[src/rtl/button_event_if.sv]
// Event handshake between the button arbiter and the command logic.
//   o_valid  event offered (driven by the arbiter)
//   o_id     channel index of the offered event
//   i_ready  consumer accepts; transfer when o_valid & i_ready at posedge
// master = event producer (arbiter), slave = event consumer.
interface button_event_if #(
    parameter int ID_W = 2
);
    logic            o_valid;
    logic [ID_W-1:0] o_id;
    logic            i_ready;

    modport master (output o_valid, output o_id, input i_ready);
    modport slave  (input o_valid, input o_id, output i_ready);
endinterface

[src/rtl/button_event_arbiter.sv]
// button_event_arbiter
// Turns N_CH asynchronous level inputs into a single stream of "channel k pressed"
// events. Each channel is synchronised (2 FFs), debounced, edge detected and held
// in a sticky pending bit; a round-robin arbiter serialises pending events onto
// a valid/ready handshake.
// Ports:
//   i_clk           system clock
//   i_rst_n         asynchronous active-low reset
//   i_level         raw level inputs, asynchronous to i_clk
//   evt             event handshake (master side: o_valid, o_id out; i_ready in)
//   o_pending       pending-event register (excludes the event currently on o_id)
//   o_overflow      sticky flag: an edge arrived while its pending bit was already set
//   i_clr_overflow  synchronous clear of o_overflow (a new overflow wins)
module button_event_arbiter #(
    parameter int N_CH       = 4,
    parameter int DEB_CYCLES = 4,
    parameter int CNT_W      = 3,
    parameter int ID_W       = 2
) (
    input  logic                i_clk,
    input  logic                i_rst_n,
    input  logic [N_CH-1:0]     i_level,
    button_event_if.master      evt,
    output logic [N_CH-1:0]     o_pending,
    output logic                o_overflow,
    input  logic                i_clr_overflow
);

    typedef enum logic {IDLE = 1'b0, OFFER = 1'b1} state_t;

    // Round-robin pick: first set bit of req searching ptr, ptr+1, .. with wrap.
    function automatic logic [ID_W-1:0] rr_pick(input logic [N_CH-1:0] req,
                                                input logic [ID_W-1:0] ptr);
        logic [N_CH-1:0] rot;
        int              off;
        int              sum;
        rot = N_CH'({req, req} >> ptr);
        off = 0;
        for (int i = N_CH - 1; i >= 0; i--) begin
            if (rot[i]) off = i;
        end
        sum = int'(ptr) + off;
        if (sum >= N_CH) sum = sum - N_CH;
        return ID_W'(sum);
    endfunction

    logic [N_CH-1:0]  sync_p0, sync_p1;
    logic [N_CH-1:0]  filt_q, filt_d;
    logic [CNT_W-1:0] cnt_q [N_CH];
    logic [CNT_W-1:0] cnt_d [N_CH];
    logic [N_CH-1:0]  rise;

    logic [N_CH-1:0]  pending_q, pending_d;
    logic             ovf_q, ovf_d;
    logic             valid_q, valid_d;
    logic [ID_W-1:0]  id_q, id_d;
    logic [ID_W-1:0]  ptr_q, ptr_d;
    state_t           state_q, state_d;

    logic [N_CH-1:0]  req;
    logic [ID_W-1:0]  pick;
    logic             grant_en;
    logic [N_CH-1:0]  grant_mask;

    // ---- stage: two-flop synchroniser ----
    always_ff @(posedge i_clk or negedge i_rst_n) begin
        if (!i_rst_n) begin
            sync_p0 <= '0;
            sync_p1 <= '0;
        end else begin
            sync_p0 <= i_level;
            sync_p1 <= sync_p0;
        end
    end

    // ---- stage: debounce filter and rising-edge detect ----
    always_comb begin
        filt_d = filt_q;
        for (int k = 0; k < N_CH; k++) begin
            cnt_d[k] = '0;
            if (sync_p1[k] != filt_q[k]) begin
                if (cnt_q[k] == CNT_W'(DEB_CYCLES - 1)) filt_d[k] = sync_p1[k];
                else                                    cnt_d[k] = cnt_q[k] + CNT_W'(1);
            end
        end
    end

    // Rise is taken from the filter's next value so that the pending bit is set
    // on the same edge the filtered state goes high.
    assign rise = filt_d & ~filt_q;

    always_ff @(posedge i_clk or negedge i_rst_n) begin
        if (!i_rst_n) begin
            filt_q <= '0;
            for (int k = 0; k < N_CH; k++) cnt_q[k] <= '0;
        end else begin
            filt_q <= filt_d;
            for (int k = 0; k < N_CH; k++) cnt_q[k] <= cnt_d[k];
        end
    end

    // ---- stage: pending register and round-robin arbiter ----
    always_comb begin
        state_d = state_q;
        valid_d = valid_q;
        id_d    = id_q;
        ptr_d   = ptr_q;

        // While offering, a transfer may hand over an event that rises on this
        // very edge; from IDLE only already-registered events are eligible.
        req      = (state_q == OFFER) ? (pending_q | rise) : pending_q;
        pick     = rr_pick(req, ptr_q);
        grant_en = (|req) && ((state_q == IDLE) || evt.i_ready);
        grant_mask = grant_en ? (N_CH'(1) << pick) : '0;

        // A granted bit is consumed unless a fresh edge lands on it in the
        // same cycle while an older event was also pending; then one remains.
        pending_d = (pending_q | rise) & ~(grant_mask & ~(pending_q & rise));

        if (|(rise & pending_q & ~grant_mask)) ovf_d = 1'b1;
        else if (i_clr_overflow)               ovf_d = 1'b0;
        else                                   ovf_d = ovf_q;

        if (grant_en) begin
            state_d = OFFER;
            valid_d = 1'b1;
            id_d    = pick;
            ptr_d   = (pick == ID_W'(N_CH - 1)) ? '0 : pick + ID_W'(1);
        end else if (state_q == OFFER && evt.i_ready) begin
            state_d = IDLE;
            valid_d = 1'b0;
        end
    end

    always_ff @(posedge i_clk or negedge i_rst_n) begin
        if (!i_rst_n) begin
            state_q   <= IDLE;
            pending_q <= '0;
            ovf_q     <= 1'b0;
            valid_q   <= 1'b0;
            id_q      <= '0;
            ptr_q     <= '0;
        end else begin
            state_q   <= state_d;
            pending_q <= pending_d;
            ovf_q     <= ovf_d;
            valid_q   <= valid_d;
            id_q      <= id_d;
            ptr_q     <= ptr_d;
        end
    end

    assign evt.o_valid = valid_q;
    assign evt.o_id    = id_q;
    assign o_pending   = pending_q;
    assign o_overflow  = ovf_q;

endmodule
[src/flat_wrapper.sv]
// flat-port wrapper written by rule: the top's interface ports become plain ports
module button_event_arbiter_flat 
#(
    parameter int N_CH       = 4,
    parameter int DEB_CYCLES = 4,
    parameter int CNT_W      = 3,
    parameter int ID_W       = 2
)
  (i_clk, i_rst_n, i_level, o_pending, o_overflow, i_clr_overflow, evt_o_valid, evt_o_id, evt_i_ready);
  button_event_if #(.ID_W(ID_W)) evt_i ();
  input  logic i_clk;
  input  logic i_rst_n;
  input  logic [N_CH-1:0] i_level;
  output logic [N_CH-1:0] o_pending;
  output logic o_overflow;
  input  logic i_clr_overflow;
  output wire logic [$bits(evt_i.o_valid)-1:0] evt_o_valid;
  output wire logic [$bits(evt_i.o_id)-1:0] evt_o_id;
  input wire logic [$bits(evt_i.i_ready)-1:0] evt_i_ready;
  assign evt_o_valid = evt_i.o_valid;
  assign evt_o_id = evt_i.o_id;
  assign evt_i.i_ready = evt_i_ready;
  button_event_arbiter #(.N_CH(N_CH), .DEB_CYCLES(DEB_CYCLES), .CNT_W(CNT_W), .ID_W(ID_W)) u_core (.i_clk(i_clk), .i_rst_n(i_rst_n), .i_level(i_level), .evt(evt_i), .o_pending(o_pending), .o_overflow(o_overflow), .i_clr_overflow(i_clr_overflow));
endmodule
[config.mk]
export PLATFORM = sky130hd
export DESIGN_NAME = button_event_arbiter_flat
export DESIGN_NICKNAME = d
export VERILOG_FILES = /design/src/rtl/button_event_if.sv /design/src/rtl/button_event_arbiter.sv /design/src/flat_wrapper.sv
export SDC_FILE = /design/constraint.sdc
export NUM_CORES = 1
export LEC_CHECK = 0
export CORE_ASPECT_RATIO = 0.8
export CORE_MARGIN = 8
export CORE_UTILIZATION = 50
export CTS_BUF_LIST = sky130_fd_sc_hd__clkbuf_2 sky130_fd_sc_hd__clkbuf_4 sky130_fd_sc_hd__clkbuf_8
export DETAILED_ROUTE_END_ITERATION = 12
export DONT_BUFFER_PORTS = 1
export GPL_TIMING_DRIVEN = 0
export SLEW_MARGIN = 20
export SYNTH_ARGS = -nofsm -noshare
export SYNTH_HDL_FRONTEND = slang
export SYNTH_SLANG_ARGS = --single-unit
[constraint.sdc]
create_clock -name i_clk -period 3.7 [get_ports i_clk]
set_input_delay 0.37 -clock i_clk [delete_from_list [all_inputs] [get_ports i_clk]]
set_output_delay 0.37 -clock i_clk [all_outputs]
set_load 0.05 [all_outputs]
Word level (Yosys, flattened, before mapping):

Index checks and enable logic that the tools add are counted.

* flip-flop bits (word level): 34
* bits of input ports: 8
* output and inout bits: 8

* add/sub/neg operators: 7
* magnitude comparators: 1
* eq/ne operators: 9
* shift-type cells: 2
* muxes and demuxes: 28
* bitwise logic cells: 11
* reduce and logical (&&, ||, !) cells: 7

Operators with widths (count)
* $mux W32: 3
* $add A3 B32 Y32: 1
* $ge A32 B4 Y1 const B: 1
* $mux W3: 8
* $and A4 B4 Y4: 5
* $not A4 Y4: 4
* $add A3 B1 Y3 const B: 4
* $eq A3 B2 Y1 const B: 4
* $mux W1: 12
* $mux W4: 2
* $reduce_or A4 Y1: 2
* $shr A8 B2 Y4: 1
* $mux W2: 3
* $ne A1 B1 Y1: 4
* $or A4 B4 Y4: 1
* $reduce_bool A2 Y1: 2
* $shl A1 B2 Y4 const A: 1
* $add A2 B1 Y2 const B: 1
* $eq A2 B2 Y1 const B: 1
* $logic_and A1 B1 Y1: 2
* $sub A2 B1 Y2 const B: 1
* $logic_or A1 B1 Y1: 1
* $not A1 Y1: 1

Longest topological paths before layout:

Gate-level depths: netlist of run 1.

* depth in word-level cells: 20
* depth in mapped cells: 14
* gate-level depth less buffers: 14

Least setup slack after synthesis of run 1:

OpenSTA, ideal clock, no wires.

* path kind: reg2reg
* start: reg, netlist name u_core.evt.o_valid
* end: reg u_core.ovf_q (netlist: u_core.o_overflow)
* library setup time: 124 ps
* arrival: 2587 ps
* path slack: 989 ps
* cell stages (with the launch flop): 14
* buffers on the path: 1
* period minus slack after synthesis: 2711 ps
* path through: dfrtp_1 bufbuf_16 a21oi_4 nor3_1 a311oi_1 o221ai_1 ha_1 xnor2_2 inv_2 ha_1 nand2_1 nand3_1 o21ai_0 a211o_1

RTL lines
* end signal, assigned: RTL line button_event_arbiter.sv:146 `ovf_q <= ovf_d;`
* end, declared: RTL line button_event_arbiter.sv:54 `logic ovf_q, ovf_d;`

==> impl_results.md, run 1 <==
* Total power at 1.82 mW
* Clock root buffer: clkbuf_8
* Number of buffers created by CTS at 5
* Proportion of layout cells with a drive suffix above 1 at 20.7%
* Final std cells w/o fill at 180
* Synth Area in XOR/XNOR at 3.18%
* Detailed-route DRC error count at 0
* Crit end category: register
* Max Slew Vio Count at 0
* Seq cells post-synth at 34
* RSZ-0062 raised after global routing: no
* Antenna Nets Post-Route at 0
* Post-synthesis simple-gate area fraction at 17.0%
* Synth top area share at 52.7%
* Port bufs at 0
* Post_cts resized at 0
* HP Class: input pin to register
* Ys async rst share at 100%
* Nets at 153
* DR iter-0 viols at 38
* Die ar. at 0.00532 mm2
* TritonCTS clock tree: done
* Post-route design area at 0.00181 mm2
* Crit path max fanout at 8
* Area after DPL at 0.00167 mm2
* Grt met3 use at 5.11%
* Final setup TNS at 0 ns
* Routed WL at 2.73 mm
* Clock Pin Slew Worst Setup and Hold Paths at 0.07 ns
* Synth top area cells: dfrtp_1 (53%), ha_1 (4.6%), and4bb_4 (4.0%), mux2_2 (3.5%), nand2_1 (2.8%)
* Synth Area in Compound Gates at 14.3%
* Max cap viols at 0
* Run status: complete, no violations
* Yosys warns at 0
* # Post-CTS Setup Buffers at 0
* DR vias/cell at 5.66
* DP HPWL at 2.04 mm
* H-tree Lvls at 2
* Top-count cell post-synth: dfrtp_1
* DP Cell Count at 170
* Gpl congestion at 0.811
* Syn Nets at 144
* Period utilization at 80.8%
* Synth Flop Type: dfrtp_1
* Initial Util at 52.4%
* CP startpoint kind: register
* Crit Path Class: register to register
* CP required at 3.86 ns
* Cell leakage power at 0.825 nW
* Minimum clock period at 2.99 ns
* Drt wl/cell at 15.2 um
* Core Rows at 18
* Die width at 79.5 um
* Synth area leader: dfrtp_1
* Skew-Pair Late Insertion Delay at 0.28 ns
* Part of the Yosys area used for sequential elements at 52.7%
* Initial antenna violation count at 0
* Worst-Margin Slew at 0.649 ns
* Crit path DAT at 3.16 ns
* Synth unique cells at 40
* Synthesized cell area at 0.00162 mm2
* Std-Cell Core Area at 0.00309 mm2
* IO Count at 16
* Final Skew at 0.00738 ns
* GR Util met1 at 13.7%
* Clk buf depth at 2
* Endpoints failing hold at 0
* Mapped Avg Cell Area at 12.4 um2
* GRT busiest layer: met2
* P&R area growth vs syn at 12.0%
* Final setup vio count at 0
* Largest family of logic cells by synthesized area: simple AND/OR/NAND/NOR gates
* Grt ovf at 0
* Cell Pwr Density at 1010 mW/mm2
* Maximum VDD drop at 652 uV
* Fmax at 334 MHz
* Post-synthesis mux area share at 4.11%
* All-Layer GR Usage at 11.5%
* GR Util met2 at 17.6%
* Drt first pass iters at 4
* List of most frequent post-synthesis cells: dfrtp_1 (34), nand2_1 (12), ha_1 (6), nor2b_1 (6)
* Hold buffers post-CTS at 2
* Inserted Diodes at 0
* Max-slew headroom at 56.8%
* CTS Sinks at 34
* Post-synth EDFFs at 0
* Die H at 66.8 um
* Largest net degree at the start of global routing at 35
* Post-synthesis adder-cell area fraction at 5.27%
* Vias post-DR at 1018
* First-pass GRT wire length at 4.73 mm
* Vias in the first global route at 1033
* Post-Syn Instances at 130
==> metal layers <==
metal  share of wire, %  up-vias
met2                 48       17
met3                5.3        5
met4                1.4        0
met1                 45      501
li1                   -      495
met5                  0        -
==> registers in the layout, indices dropped and copies added, names as in the netlist <==
signal              flops
u_core.cnt_q           12
u_core.filt_q           4
u_core.o_pending        4
u_core.sync_p0          4
u_core.sync_p1          4
u_core.evt.o_id         2
u_core.ptr_q            2
u_core.evt.o_valid      1
u_core.o_overflow       1
==> metrics by stage <==
stage	hold slack [ns]	utilization, %	setup slack [ns]
3_3_place_gp	0.0752	54.0	0.772
4_1_cts	0.103	58.6	0.673
3_5_place_dp	0.0753	54.0	0.700
6_report	0.114	58.6	0.709
5_1_grt	0.0887	58.6	0.557
2_1_floorplan	0.0744	-	0.989
==> worst max-delay path: stages (launching register included) <==
cell and delay, ns:
dfrtp_1 0.56, bufbuf_16 0.36, a21oi_4 0.22, nor3_1 0.07, a311oi_1 0.25, o221ai_1 0.16, ha_1 0.24, xnor2_2 0.20
inv_2 0.10, ha_1 0.17, nand2_1 0.08, nand3_1 0.08, o21ai_0 0.09, a211o_1 0.28
==> cell type report <==
cell class,count,area (um2)
plain buffers,2,40.0
clock buffers,6,76.3
well taps,40,50.0
flip-flops and latches,34,851
inverters,4,15.0
fillers,252,1280
repair buffers,2,30.0
clock inverters,2,37.5
multi-input cells,90,709
==> kinds of logic (layout without fill, tap and decap cells) <==
family	count (synthesis)	after routing
adders and majority gates	7	7
xor gates and xnor gates	5	5
muxes	6	6
and+or+nand+nor	44	44
DFF	34	34
AOI/OAI and AO/OA	28	28
buffers and inverters	6	16
==> where the power goes <==
group          internal (mW)  switching (mW)  leakage [nW]
registers              0.482           0.225         0.425
clock network          0.208           0.131        0.0548
logic                  0.374           0.402         0.346
total                   1.06           0.758         0.825
==> final timing paths <==
kind / slack, ns / cells after the start / startpoint / to
worst max register to register: 0.71 / 13 / u_core.evt.o_valid / u_core.o_overflow
max in group asynchronous: 2.99 / 2 / i_rst_n / u_core.cnt_q[0]
min in group asynchronous: 0.52 / 2 / i_rst_n / u_core.ptr_q[1]
worst min register to register: 0.35 / 0 / u_core.sync_p0[3] / u_core.sync_p1[3]
worst min-delay path: 0.11 / 0 / i_level[1] / u_core.sync_p0[1]
worst max-delay path: 0.71 / 13 / u_core.evt.o_valid / u_core.o_overflow
==> placed cells by master (no fill, tap or decap), types with 2 or more instances in the layout <==
cell / n
dfrtp_1: 34
and2b_1: 2
nor2_1: 4
a21oi_1: 4
o22ai_1: 2
xnor2_1: 4
and4bb_4: 4
clkbuf_8: 5
nor3b_1: 5
nand2_1: 12
mux2_2: 5
a41oi_1: 2
nand3_1: 3
ha_1: 6
nor3_1: 5
a21oi_2: 2
nor2b_1: 6
inv_1: 3
a21oi_4: 2
o21ai_0: 4
Note: power is estimated with default switching activity, not from simulation.
==> inputs of run 2 (changes only) <==
Clock period 3.7 ns to 3.05 ns, I/O delays scaled along.
==> run 2 against run 1 <==
Utilization grew 0.41 points. Sequential power up 21%. Via count shrank 1.1%. Register-to-register slack got worse by 0.54 ns. Routed wire length is 0.59% higher. Die area unchanged. Total power increased by 23%. Setup slack lost 0.54 ns. First-iteration DRC count is 24% higher. Global-route usage unchanged. Combinational power grew 24%. Sequential share of layout area is 0.25 points lower. Highest routed layer unchanged.
==> impl_results.md, run 2 (same netlist as run 1, synthesis figures left out) <==
* Fmax at 347 MHz (+3.9%)
* Drt first pass iters at 4 (unchanged)
* Period utilization at 94.4% (+14 points)
* First-pass GRT wire length at 4.73 mm (unchanged)
* Register-to-register setup slack at 0.17 ns (-0.54 ns)
* Routed WL at 2.75 mm (+0.59%)
* Crit path max fanout at 5 (-3)
* Core Rows at 18 (unchanged)
* Post-route design area at 0.00182 mm2 (+0.69%)
* IO Count at 16 (unchanged)
* Crit end category: register
* Die ar. at 0.00532 mm2 (unchanged)
* Max-slew headroom at 56.8% (about the same)
* Net Switching at 925 uW (+22%)
* Total power at 2.23 mW (+23%)
* Initial Util at 52.4% (unchanged)
* Max reg flops at 12 (unchanged)
* H-tree Lvls at 2 (unchanged)
* CTS Sinks at 34 (unchanged)
* Clock power share at 18.4% (-0.2 points)
* Post-route core utilization at 59.0% (+0.41 points)
* Max cap viols at 0 (unchanged)
* Reg with most FFs: u_core.cnt_q
* DP HPWL at 2.04 mm (unchanged)
* Drt wl/cell at 15.2 um (about the same)
* Die width at 79.5 um (unchanged)
* Number of buffers created by CTS at 5 (unchanged)
* Cell Pwr Density at 1230 mW/mm2 (+22%)
* Commonest non-fill, non-tap cell in the layout: dfrtp_1
* Crit path DAT at 3.04 ns (-0.12 ns)
* All-Layer GR Usage at 11.5% (unchanged)
* HP Class: input pin to register
* Hold slack at 0.0495 ns (-0.0648 ns)
* Reg power frac at 38.5% (-0.3 points)
* Worst-Margin Slew at 0.648 ns (-0.000300 ns)
* DR vias/cell at 5.56 (-1.6%)
* Max Slew Vio Count at 0 (unchanged)
* Inserted Diodes at 0 (unchanged)
* Commonest non-fill, non-tap cells in the layout: dfrtp_1 (33), nand2_1 (12), nor2b_1 (6)
* Port bufs at 0 (unchanged)
* Hold Path Depth at 0 (unchanged)
* Nets at 154 (+0.65%)
* Detailed-route DRC error count at 0 (unchanged)
* Skew-Pair Late Insertion Delay at 0.28 ns (about the same)
* CP required at 3.21 ns (-0.65 ns)
* Initial antenna violation count at 0 (unchanged)
* Proportion of layout cells with a drive suffix above 1 at 22.7% (+2.0 points)
* P_int at 1.31 mW (+23%)
* Area after DPL at 0.00167 mm2 (unchanged)
* RSZ-0062 raised after global routing: no
* Run status: complete, no violations
* Final setup vio count at 0 (unchanged)
* Net switching fraction of the power at 41.4% (-0.14 points)
* Largest net degree at the start of global routing at 35 (unchanged)
* Logic pwr share at 43.1% (+0.5 points)
* Clk buf depth at 2 (unchanged)
* Die H at 66.8 um (unchanged)
* DR iter-0 viols at 47 (+24%)
* CP startpoint kind: register
* P&R area growth vs syn at 12.8%
* Crit Path Class: register to register
* Clock root buffer: clkbuf_8
* Clock Pin Slew Worst Setup and Hold Paths at 0.07 ns (about the same)
* Gpl congestion at 0.811 (unchanged)
* Final setup TNS at 0 ns (unchanged)
* Vias post-DR at 1007 (-1.1%)
* Reg2reg path depth at 13 (unchanged)
* Maximum VDD drop at 787 uV (+21%)
* Antenna Nets Post-Route at 0 (unchanged)
* Endpoints failing hold at 0 (unchanged)
* Vias in the first global route at 1033 (unchanged)
* TritonCTS clock tree: done
* Std-Cell Core Area at 0.00309 mm2 (unchanged)
* Cell leakage power at 0.828 nW (+0.29%)
* Final Skew at 0.00645 ns (-0.000935 ns)
* Minimum clock period at 2.88 ns (-0.111 ns)
* Grt ovf at 0 (unchanged)
[run 2: worst max-delay path, stage by stage (launching register included)]
cell and delay, ns:
dfrtp_1 0.38, ha_1 0.23, and4bb_4 0.23, a21o_2 0.26, o311a_1 0.29, o221ai_1 0.21
ha_2 0.24, xnor2_2 0.13, inv_2 0.10, ha_1 0.17, nand2_1 0.08, nand3_1 0.08
o21ai_0 0.09, a211o_1 0.28
[run 2: per-layer routing]
| metal | wire [um] | share of wire, % | GRT usage (%) |
|---|---|---|---|
| met5 | 0 | 0 | 0 |
| met4 | 38 | 1.4 | 5.30 |
| met3 | 152 | 5.5 | 5.11 |
| met2 | 1320 | 48 | 17.6 |
| met1 | 1240 | 45 | 13.7 |
[run 2: repair_timing]
item                       4_1_cts  5_1_grt
gates resized for setup          0        3
hold buffers                     2        0
hold endpoints to repair        34        0
setup endpoints to repair        0        1
setup buffers                    0        1
[run 2: layout make-up]
class                   count  area (um2)
multi-input cells          90         713
inverters                   4        15.0
clock inverters             2        37.5
plain buffers               2        40.0
fillers                   251        1260
flip-flops and latches     34         852
repair buffers              3        37.5
well taps                  40        50.0
clock buffers               6        76.3
[run 2: through the flow]
stage                     setup slack [ns]  cells
after floorplan                      0.339    130
after CTS                           0.0226    180
final                                0.170    181
after global routing                0.0120    181
after detailed placement            0.0499    170
after global placement               0.122    170
[run 2: path summary, 6_finish.rpt]
path                              startpoint                  to
min reg2reg                u_core.sync_p0[3]   u_core.sync_p1[3]
max                          u_core.cnt_q[0]   u_core.o_overflow
max in group asynchronous            i_rst_n  u_core.evt.o_valid
max reg2reg                  u_core.cnt_q[0]   u_core.o_overflow
min in group asynchronous            i_rst_n     u_core.ptr_q[1]
min                               i_level[1]   u_core.sync_p0[1]
[run 2: power by group through the flow]
| stage | Combinational [mW] | Sequential, mW | Clock, mW |
|---|---|---|---|
| after floorplan | 0.782 | 0.836 | 0 |
| after global placement | 0.907 | 0.865 | 0 |
| after detailed placement | 0.931 | 0.872 | 0 |
| after CTS | 0.946 | 0.864 | 0.428 |
| after global routing | 1.06 | 0.885 | 0.452 |
| final | 0.963 | 0.860 | 0.410 |
==> inputs of run 3 (changes only) <==
Settings changed: ABC_AREA from default to 1, GPL_ROUTABILITY_DRIVEN from default to 0, REMOVE_ABC_BUFFERS from default to 1.
==> run 3 against run 2 <==
Maximum frequency increased by 7.2%. Final area increased by 3.8%. Flip-flop and latch count unchanged. Utilization decreased by 2.6 points. Global-route usage increased by 1.5 points. Register-to-register slack improved by 0.19 ns. Setup slack improved by 0.19 ns.
==> impl_results.md, run 3 <==
* Run status: complete, no violations
* Skew-Pair Late Insertion Delay at 0.28 ns (about the same)
* Fmax at 372 MHz (+7.2%)
* Endpoints failing hold at 0 (unchanged)
* CTS Sinks at 34 (unchanged)
* Vias post-DR at 1222 (+21%)
* Die H at 68.3 um (+2.2%)
* Reg with most FFs: u_core.cnt_q
* Synth Flop Type: dfrtp_1
* Drt first pass iters at 4 (unchanged)
* Hold Path Depth at 0 (unchanged)
* Vias in the first global route at 1238 (+20%)
* Nets at 214 (+39%)
* Worst min-delay path endpoint: u_core.sync_p0[3]
* CP required at 3.21 ns (about the same)
* Number of buffers created by CTS at 5 (unchanged)
* Max Slew Vio Count at 0 (unchanged)
* CP max stage cell: dfrtp_1
* Synth area leader: dfrtp_1
* HP Class: input pin to register
* Inserted Diodes at 0 (unchanged)
* Minimum clock period at 2.69 ns (-0.193 ns)
* RSZ-0062 raised after global routing: no
* DP HPWL at 2.40 mm (+18%)
* Hold Startpoint: i_level[3]
* Register-to-register setup slack at 0.36 ns (+0.19 ns)
* Cell Pwr Density at 1130 mW/mm2 (-8.1%)
* Drt wl/cell at 12.7 um (-16%)
* Crit path buf inv count at 2 (+1)
* List of most frequent post-synthesis cells: dfrtp_1 (34), nand2_1 (32), nand3_1 (21), nor2_1 (20), inv_1 (19)
* Seq cells post-synth at 34 (unchanged)
* DR vias/cell at 5.03 (-9.6%)
* All-Layer GR Usage at 13.1% (+1.5 points)
* Crit end category: register
* Ys async rst share at 100% (unchanged)
* Maximum VDD drop at 780 uV (-0.82%)
* Clock root buffer: clkbuf_8
* Hold slack at 0.0514 ns (+0.00193 ns)
* Max-slew headroom at 65.0% (+8.3 points)
* Initial Util at 51.0% (-1.3 points)
* Mapped Avg Cell Area at 8.95 um2 (-28%)
* Post-Syn Instances at 191 (+47%)
* Period utilization at 88.1% (-6.3 points)
* Final setup vio count at 0 (unchanged)
* Max reg flops at 12 (unchanged)
* Worst-path cell chain: inv_1 > nand2_1 > nand3_1 > nand3_1 > nand2_2 > nand3_1 > a21boi_0 > ha_1 > inv_1 > nand3_2 > nand2_1 > ha_1 > nand2_1 > nand4_1 > o21ai_0 > a21oi_1 > nand2_1
* Antenna Nets Post-Route at 0 (unchanged)
* R2r startpoint: u_core.o_pending[1]
* Crit Path Class: register to register
* Max cap viols at 0 (unchanged)
* Crit path launch: u_core.o_pending[1]
* Cell leakage power at 0.914 nW (+10%)
* Port bufs at 0 (unchanged)
* Yosys warns at 0 (unchanged)
* Pre-CTS WS at 0.313 ns (+0.263 ns)
* Commonest non-fill, non-tap cells in the layout: nand2_1 (32), dfrtp_1 (32), nand3_1 (21)
* Grt ovf at 0 (unchanged)
* Crit path max fanout at 4 (-1)
* Largest net degree at the start of global routing at 35 (unchanged)
* Proportion of layout cells with a drive suffix above 1 at 23.4% (+0.69 points)
* Clk buf depth at 2 (unchanged)
* CP startpoint kind: register
* Die ar. at 0.00556 mm2 (+4.6%)
* Part of the Yosys area used for sequential elements at 49.7% (-2.9 points)
* Synth top area share at 49.7% (-2.9 points)
* Most used cell, CP: nand2_1
* Layout fillers at 302 (+20%)
* Max stage delay on crit path at 0.64 ns (+0.26 ns)
* DR iter-0 viols at 42 (-11%)
* Worst-Margin Slew at 0.524 ns (-0.124 ns)
* P&R area growth vs syn at 10.5%
* Clock Pin Slew Worst Setup and Hold Paths at 0.07 ns (about the same)
* Reg2Reg Capture Point: u_core.o_overflow
* Synth unique cells at 26 (-35%)
* H-tree Lvls at 2 (unchanged)
* Crit path DAT at 2.85 ns (-0.19 ns)
* IO Count at 16 (unchanged)
* Core Rows at 19 (+1)
* Initial antenna violation count at 0 (unchanged)
* Final setup TNS at 0 ns (unchanged)
* Synth top area cells: dfrtp_1 (50%), nand2_1 (7.0%), nand3_1 (6.1%), ha_1 (4.4%), nor2_1 (4.4%)
* Die width at 81.4 um (+2.3%)
* Routed WL at 3.08 mm (+12%)
* Top-count cell post-synth: dfrtp_1
* Synthesized cell area at 0.00171 mm2 (+5.9%)
* Detailed-route DRC error count at 0 (unchanged)
* Std-Cell Core Area at 0.00335 mm2 (+8.6%)
* Kind of cell adding the most delay to the critical path: simple AND/OR/NAND/NOR gates
* Final Skew at 0.00464 ns (-0.00181 ns)
* PnR worst setup slack at 0.363 ns (+0.193 ns)
* TritonCTS clock tree: done
* Post-synth EDFFs at 0 (unchanged)
* First-pass GRT wire length at 5.49 mm (+16%)
* Reg2reg path depth at 17 (+4)
run 3: changes by cell type after synthesis, sizes merged, moves of 4 or more:
cell	change
a21oi	-5
and4bb	-4
inv	+22
mux2	-5
nand2	+33
nand3	+23
nor2	+23
nor2b	-6
nor3b	-4
run 3: logic make-up (layout without fill, tap and decap cells):
kind of cell / after synthesis / in the layout / share of synthesized area (%)
XOR/XNOR: 2 / 2 / 1.02
adder cells (fa/ha/maj): 6 / 6 / 4.39
AND/OR/NAND/NOR: 108 / 108 / 33.7
AO/OA/AOI/OAI: 14 / 14 / 4.39
buffers and inverters: 27 / 37 / 6.73
flip-flops: 34 / 34 / 49.7
run 3: layout make-up:
class                           count  area, um2  share of cell area (%)
Clock inverter                      1       5.00                   0.265
Tap cell                           42       52.6                    2.78
Inverter                           27        115                    6.09
Timing Repair Buffer                2       30.0                    1.59
Multi-Input combinational cell    130        744                    39.4
Sequential cell                    34        853                    45.1
Clock buffer                        7       90.1                    4.77
run 3: through the flow:
step	power [mW]	cells	util, %	area (um2)
2_1_floorplan	1.61	191	-	1710
3_3_place_gp	1.75	233	52.6	1760
3_5_place_dp	1.79	233	52.6	1760
4_1_cts	2.15	243	56.3	1890
5_1_grt	2.33	243	56.4	1890
6_report	2.13	243	56.4	1890
run 3: routing by layer:
metal / vias to the layer above / global-route usage (%) / part of all wire, %
met3: 6 / 5.25 / 6.3
li1: 630 / - / -
met2: 24 / 21.3 / 47
met5: - / 0 / 0
met1: 562 / 14.5 / 45
met4: 0 / 6.89 / 2.2
run 3: power by group:
part / leakage [nW] / total (mW) / internal (mW) / switching (mW)
clock: 0.0517 / 0.336 / 0.191 / 0.145
combinational: 0.438 / 0.967 / 0.367 / 0.600
sequential: 0.424 / 0.828 / 0.582 / 0.246
run 3: timing repair:
item,4_1_cts,5_1_grt
hold buffers,2,0
endpoints found under the hold margin,34,0
endpoints found under the setup margin,0,1
buffers inserted,0,0
resized for setup,0,2
run 3: worst max-delay path by stage:
stage               cells after the start  slack [ns]                end
floorplan                              15        0.61  u_core.o_overflow
global placement                       15        0.34  u_core.o_overflow
detailed placement                     15        0.31  u_core.o_overflow
CTS                                    15        0.29  u_core.o_overflow
global route                           19        0.02  u_core.o_overflow
finish                                 17        0.36  u_core.o_overflow
